==> src/rtl/idma_desc_submit_arbiter.sv <==
// Purpose : share the iDMA desc64 frontend DESC_ADDR register between NumReq requesters,
// Latency : grant in IDLE (comb), bus write next cycle, one RESP cycle; done_o one cycle after irq_i.
// Backpr. : reg_ready_i low holds the write stable; no grants while MaxOutstanding chains are in flight.
//
// Ports:
//   clk_i, rst (async, active-high)
//   req_valid_i / req_addr_i / req_ready_o : per-requester chain submission (addr slice i = requester i)
//   reg_*                                  : register-bus write of the chain address to DescAddrOffset
//   irq_i                                  : frontend chain-complete pulse
//   done_o / err_o                         : one-hot completion / rejection pulses back to requesters
//   busy_o, spurious_irq_o                 : status (spurious is sticky until reset)
// Optional macro IDMA_SUBMIT_PERF_EN adds perf_submit_cnt_o / perf_done_cnt_o saturating counters.
module idma_desc_submit_arbiter #(
    parameter int unsigned           NumReq         = 4,
    parameter int unsigned           AddrWidth      = 64,
    parameter int unsigned           DataWidth      = 64,
    parameter logic [AddrWidth-1:0]  DescAddrOffset = '0,
    parameter int unsigned           MaxOutstanding = 4
) (
    input  logic                        clk_i,
    input  logic                        rst,
    input  logic [NumReq-1:0]           req_valid_i,
    input  logic [NumReq*AddrWidth-1:0] req_addr_i,
    output logic [NumReq-1:0]           req_ready_o,
    output logic [AddrWidth-1:0]        reg_addr_o,
    output logic                        reg_write_o,
    output logic [DataWidth-1:0]        reg_wdata_o,
    output logic [DataWidth/8-1:0]      reg_wstrb_o,
    output logic                        reg_valid_o,
    input  logic                        reg_ready_i,
    input  logic                        reg_error_i,
    input  logic                        irq_i,
    output logic [NumReq-1:0]           done_o,
    output logic [NumReq-1:0]           err_o,
    output logic                        busy_o,
    output logic                        spurious_irq_o
`ifdef IDMA_SUBMIT_PERF_EN
    ,
    output logic [31:0]                 perf_submit_cnt_o,
    output logic [31:0]                 perf_done_cnt_o
`endif
);

    localparam int unsigned IdxW = (NumReq > 1) ? $clog2(NumReq) : 1;
    localparam int unsigned PtrW = (MaxOutstanding > 1) ? $clog2(MaxOutstanding) : 1;
    localparam int unsigned CntW = $clog2(MaxOutstanding) + 1;

    typedef enum logic [1:0] {StIdle, StWrite, StResp} state_e;

    state_e                 state_q, state_d;
    logic [IdxW-1:0]        rr_q, rr_d;
    logic [IdxW-1:0]        gnt_id_q, gnt_id_d;
    logic [AddrWidth-1:0]   addr_q, addr_d;
    logic [NumReq-1:0]      err_q, err_d;
    logic [NumReq-1:0]      done_q, done_d;
    logic                   spur_q, spur_d;
    logic [CntW-1:0]        cnt_q, cnt_d;
    logic [PtrW-1:0]        wptr_q, wptr_d, rptr_q, rptr_d;
    logic [IdxW-1:0]        mem_q [MaxOutstanding];

    logic                   gnt_vld, can_grant, push, pop;
    logic [IdxW-1:0]        gnt_idx;
    logic [AddrWidth-1:0]   gnt_addr;

    // Round-robin pick: first pass looks at indices >= rr_q, second pass wraps to the lowest valid.
    always_comb begin
        gnt_vld  = 1'b0;
        gnt_idx  = '0;
        gnt_addr = '0;
        for (int j = 0; j < NumReq; j++) begin
            if (!gnt_vld && req_valid_i[j] && (IdxW'(j) >= rr_q)) begin
                gnt_vld  = 1'b1;
                gnt_idx  = IdxW'(j);
                gnt_addr = req_addr_i[j*AddrWidth +: AddrWidth];
            end
        end
        for (int j = 0; j < NumReq; j++) begin
            if (!gnt_vld && req_valid_i[j]) begin
                gnt_vld  = 1'b1;
                gnt_idx  = IdxW'(j);
                gnt_addr = req_addr_i[j*AddrWidth +: AddrWidth];
            end
        end
    end

    // Registered count only: a slot freed by this cycle's pop is usable from the next cycle.
    assign can_grant   = (state_q == StIdle) && gnt_vld && (cnt_q < CntW'(MaxOutstanding));
    assign req_ready_o = can_grant ? (NumReq'(1) << gnt_idx) : '0;

    always_comb begin
        state_d  = state_q;
        rr_d     = rr_q;
        gnt_id_d = gnt_id_q;
        addr_d   = addr_q;
        err_d    = '0;
        push     = 1'b0;
        case (state_q)
            StIdle: begin
                if (can_grant) begin
                    gnt_id_d = gnt_idx;
                    addr_d   = gnt_addr;
                    rr_d     = (gnt_idx == IdxW'(NumReq - 1)) ? '0 : gnt_idx + IdxW'(1);
                    // All-ones address is the reject sentinel: bounce it without touching the bus.
                    if (&gnt_addr) err_d   = NumReq'(1) << gnt_idx;
                    else           state_d = StWrite;
                end
            end
            StWrite: begin
                if (reg_ready_i) begin
                    state_d = StResp;
                    if (reg_error_i) err_d = NumReq'(1) << gnt_id_q;
                    else             push  = 1'b1;
                end
            end
            StResp:  state_d = StIdle;
            default: state_d = StIdle;
        endcase
    end

    assign pop    = irq_i && (cnt_q != '0);
    assign done_d = pop ? (NumReq'(1) << mem_q[rptr_q]) : '0;
    assign spur_d = spur_q | (irq_i && (cnt_q == '0));
    assign wptr_d = push ? ((wptr_q == PtrW'(MaxOutstanding - 1)) ? '0 : wptr_q + PtrW'(1)) : wptr_q;
    assign rptr_d = pop  ? ((rptr_q == PtrW'(MaxOutstanding - 1)) ? '0 : rptr_q + PtrW'(1)) : rptr_q;

    always_comb begin
        cnt_d = cnt_q;
        if (push && !pop)      cnt_d = cnt_q + CntW'(1);
        else if (pop && !push) cnt_d = cnt_q - CntW'(1);
    end

    always_ff @(posedge clk_i or posedge rst) begin
        if (rst) begin
            state_q  <= StIdle;
            rr_q     <= '0;
            gnt_id_q <= '0;
            addr_q   <= '0;
            err_q    <= '0;
            done_q   <= '0;
            spur_q   <= 1'b0;
            cnt_q    <= '0;
            wptr_q   <= '0;
            rptr_q   <= '0;
            for (int i = 0; i < MaxOutstanding; i++) mem_q[i] <= '0;
        end else begin
            state_q  <= state_d;
            rr_q     <= rr_d;
            gnt_id_q <= gnt_id_d;
            addr_q   <= addr_d;
            err_q    <= err_d;
            done_q   <= done_d;
            spur_q   <= spur_d;
            cnt_q    <= cnt_d;
            wptr_q   <= wptr_d;
            rptr_q   <= rptr_d;
            if (push) mem_q[wptr_q] <= gnt_id_q;
        end
    end

    // Bus fields are gated so everything reads zero outside the write phase.
    assign reg_valid_o    = (state_q == StWrite);
    assign reg_write_o    = (state_q == StWrite);
    assign reg_addr_o     = (state_q == StWrite) ? DescAddrOffset : '0;
    assign reg_wdata_o    = (state_q == StWrite) ? addr_q : '0;
    assign reg_wstrb_o    = (state_q == StWrite) ? '1 : '0;
    assign done_o         = done_q;
    assign err_o          = err_q;
    assign busy_o         = (state_q != StIdle) || (cnt_q != '0);
    assign spurious_irq_o = spur_q;

`ifdef IDMA_SUBMIT_PERF_EN
    logic [31:0] perf_submit_q, perf_done_q;
    always_ff @(posedge clk_i or posedge rst) begin
        if (rst) begin
            perf_submit_q <= '0;
            perf_done_q   <= '0;
        end else begin
            if (push && (perf_submit_q != '1)) perf_submit_q <= perf_submit_q + 32'd1;
            if ((|done_q) && (perf_done_q != '1)) perf_done_q <= perf_done_q + 32'd1;
        end
    end
    assign perf_submit_cnt_o = perf_submit_q;
    assign perf_done_cnt_o   = perf_done_q;
`endif

endmodule

==> config.mk <==
export PLATFORM = sky130hd
export DESIGN_NAME = idma_desc_submit_arbiter
export DESIGN_NICKNAME = d
export VERILOG_FILES = /design/src/rtl/idma_desc_submit_arbiter.sv
export SDC_FILE = /design/constraint.sdc
export NUM_CORES = 1
export LEC_CHECK = 0
export CORE_AREA = 5 5 159 161
export CTS_CLUSTER_DIAMETER = 120
export DETAILED_ROUTE_END_ITERATION = 8
export DIE_AREA = 0 0 164 166
export PLACE_DENSITY = 0.69
export REMOVE_ABC_BUFFERS = 1
export SLEW_MARGIN = 25
export SYNTH_ARGS = -nofsm -noshare
export SYNTH_HDL_FRONTEND = slang
export SYNTH_SLANG_ARGS = --single-unit
==> constraint.sdc <==
create_clock -name clk_i -period 6.8 [get_ports clk_i]
set_input_delay 1.7 -clock clk_i [delete_from_list [all_inputs] [get_ports clk_i]]
set_output_delay 1.7 -clock clk_i [all_outputs]
set_load 0.005 [all_outputs]
==> impl_results.md <==
* # rows at 57
* # port buffers at 352
* Flop and latch count out of synthesis at 94
* Post-route ant nets at 0
* CTS H-tree lvls at 3
* CTS Sinks at 94
* Clk buf depth at 2
* Library cells used by synthesis at 62
* Share of cells above drive strength 1 at 4.77%
* Post-CTS Resized at 0
* Arr. time, crit path at 4.24 ns
* Starting density of the core at 27.6%
* CP Capture Type: output port
* Die W at 164 um
* Residual DRC at 1
* Initial antenna violation count at 1
* RSZ-0062 raised after global routing: false
* Critical path peak fanout at 12
* Kind of critical path: in -> out
* CTS tree: done
* Setup Fix Bufs, Post-CTS at 0
* Max Freq at 0.168 GHz
* Detailed Routing Iterations Pass 1 at 9
* Setup TNS at 0 ns
* Sequential-to-total area share from yosys stat at 35.8%
* Crit path required time at 5.10 ns
* Worst-Margin Slew at 0.823 ns
* Final hold vios at 0
* GP Congestion at 0.853
* First-pass GRT wire length at 41100 um
* Final setup skew at 0.00615 ns
* Dominant synthesized flop cell: dfrtp_1
* Number of CTS-inserted buffers at 9
* Vias per cell at 5.00
* DP Worst Slack at 0.844 ns
* Final core occ at 43.3%
* Vias at 6973
* Worst Setup SP: req_valid_i[0]
* Max-slew headroom at 45.1%
* CP Launch Type: input pin
* Yosys Warn Count at 0
* Die Y at 166 um
* WL final at 28200 um
* Finished Layout Cells at 1394
* Post-synth ARST share at 100%
* Maxcap violations at 0
* Most frequent cells in the layout: clkdlybuf4s50_1 (352), dfrtp_1 (94), nor2_1 (75)
* Post-synthesis instance total at 757
* Area Overhead vs Synth at 57.2%
* Hold Buf Count CTS at 0
* CTS Root Cell: clkbuf_16
* Placed instance count at 1377
* Hold WC Path Type: reg -> reg
* Largest net degree at the start of global routing at 75
* Final Net Count at 1340
* Synth Area per Inst at 8.68 um2
* Final Critical Period at 5.94 ns
* Die Area at 27200 um2
* Number of flops mapped to enable cells by yosys at 0
* GRT Util Overall at 19.4%
* Total gr overflow at 0
* Leak Pwr at 4.13 nW
* Commonest non-fill, non-tap cell in the layout: clkdlybuf4s50_1
* Clk pin slew, worst setup/hold paths at 0.08 ns
* First DRT Iteration DRCs at 621
* I/O pin cnt at 417
* Routed len/inst at 20.2 um
* Power Density at 353 nW/um2
* Final worst setup slack at 0.858 ns
* Vias in the first global route at 6785
* Hold Startpoint: spurious_irq_o$_DFF_PP0_
* Synth Cell Area at 6570 um2
* Final critical-path share of the clock period at 87.4%
* Final max-slew violation count at 0
* Max VDD drop at 0.000147 V
* Clock insertion delay at the later pin of the skew report at 0.34 ns
* Status: complete, but fails checks
* Core Area at 23800 um2
* Hpwl dp at 21600 um
* Failing checks: DRC
* Critical R2R Launch: rr_q[1]$_DFFE_PP0P_
* Final setup violation count at 0
-- report_power, final --
group | internal, mW | leakage (nW) | total [mW] | switching [mW]
logic | 1.03 | 2.87 | 2.08 | 1.05
clock network | 0.297 | 0.154 | 0.558 | 0.261
registers | 0.836 | 1.11 | 1.01 | 0.170
total | 2.16 | 4.13 | 3.64 | 1.48
-- state kept, by name, indices dropped and copies added (netlist names) --
signal / flops
cnt_q: 3
gnt_id_q: 2
spurious_irq_o: 1
err_o: 4
state_q: 2
wptr_q: 2
mem_q: 8
done_o: 4
rptr_q: 2
rr_q: 2
addr_q: 64
-- area by class of cell --
type,count,area [um2]
Sequential cell,94,2350
Tap cell,324,405
Antenna cell,1,2.50
Fill cell,2366,13500
Timing Repair Buffer,360,3600
Multi-Input combinational cell,565,3520
Clock inverter,7,92.6
Clock buffer,9,225
Inverter,34,133
-- synth_stat cells, types with 3 or more instances --
cell,count,area share [%]
a22o_1,3,0.40
and3_1,10,0.95
a21boi_0,9,1.0
buf_2,20,1.5
a211oi_1,3,0.34
nand2b_1,9,0.86
nand3_1,6,0.46
nand4_1,4,0.38
clkbuf_1,24,1.4
dfrtp_1,94,36
a32o_1,5,0.76
a31oi_1,44,4.2
inv_1,32,1.8
buf_6,5,0.86
a22oi_1,16,1.8
buf_4,76,8.7
o22ai_1,3,0.29
nor3_1,6,0.46
mux2_2,10,1.7
a222oi_1,53,8.1
nor2_1,75,4.3
nor4_1,5,0.48
a221oi_1,5,0.67
and2_1,68,6.5
o21ai_0,15,1.1
a21oi_1,29,2.2
nand2_1,68,3.9
nor2b_1,3,0.29
ha_1,10,1.9
-- routing by layer --
layer	track usage [%]	vias to the layer above	part of all wire, %
met5	0	-	0
met4	4.05	0	1.6
met3	4.29	25	7.7
met2	34.3	328	50
met1	24.3	3362	41
li1	-	3258	-
-- final timing paths --
check / slack, ns / endpoint / depth (start not counted)
hold reg to reg: 0.47 / spurious_irq_o$_DFF_PP0_ / 1
hold / removal: 0.47 / spurious_irq_o$_DFF_PP0_ / 1
setup reg to reg: 2.77 / state_q[0]$_DFFE_PP0P_ / 10
min in group asynchronous: 1.75 / addr_q[35]$_DFFE_PP0P_ / 2
setup / recovery: 0.86 / req_ready_o[1] / 10
max in group asynchronous: 3.90 / addr_q[37]$_DFFE_PP0P_ / 3
-- critical path: stages --
cell             delay [ns]
clkdlybuf4s50_1        0.69
nor2b_2                0.25
o21ai_4                0.13
and3_2                 0.25
nor2_1                 0.32
inv_1                  0.12
ha_1                   0.21
nand2_1                0.08
inv_1                  0.05
clkdlybuf4s50_1        0.43
-- kinds of logic after synthesis --
logic type                 count (synthesis)  synth area share [%]
and+or+nand+nor                          265                  20.1
AOI/OAI and AO/OA                        210                  24.5
buffers and inverters                    161                  14.5
DFF                                       94                  35.8
muxes                                     12                  2.40
adders and majority gates                 11                  2.21
xor gates and xnor gates                   3                 0.400
other                                      1                0.0571
-- stage by stage --
stage	area, um2	power, mW	hold WS (ns)
after floorplan	5980	2.12	0.445
after global routing	10300	3.93	0.488
after detailed placement	10000	3.12	0.449
after global placement	10000	3.08	0.441
final	10300	3.64	0.467
after CTS	10300	3.69	0.467
Note: power is estimated with default switching activity, not from simulation.
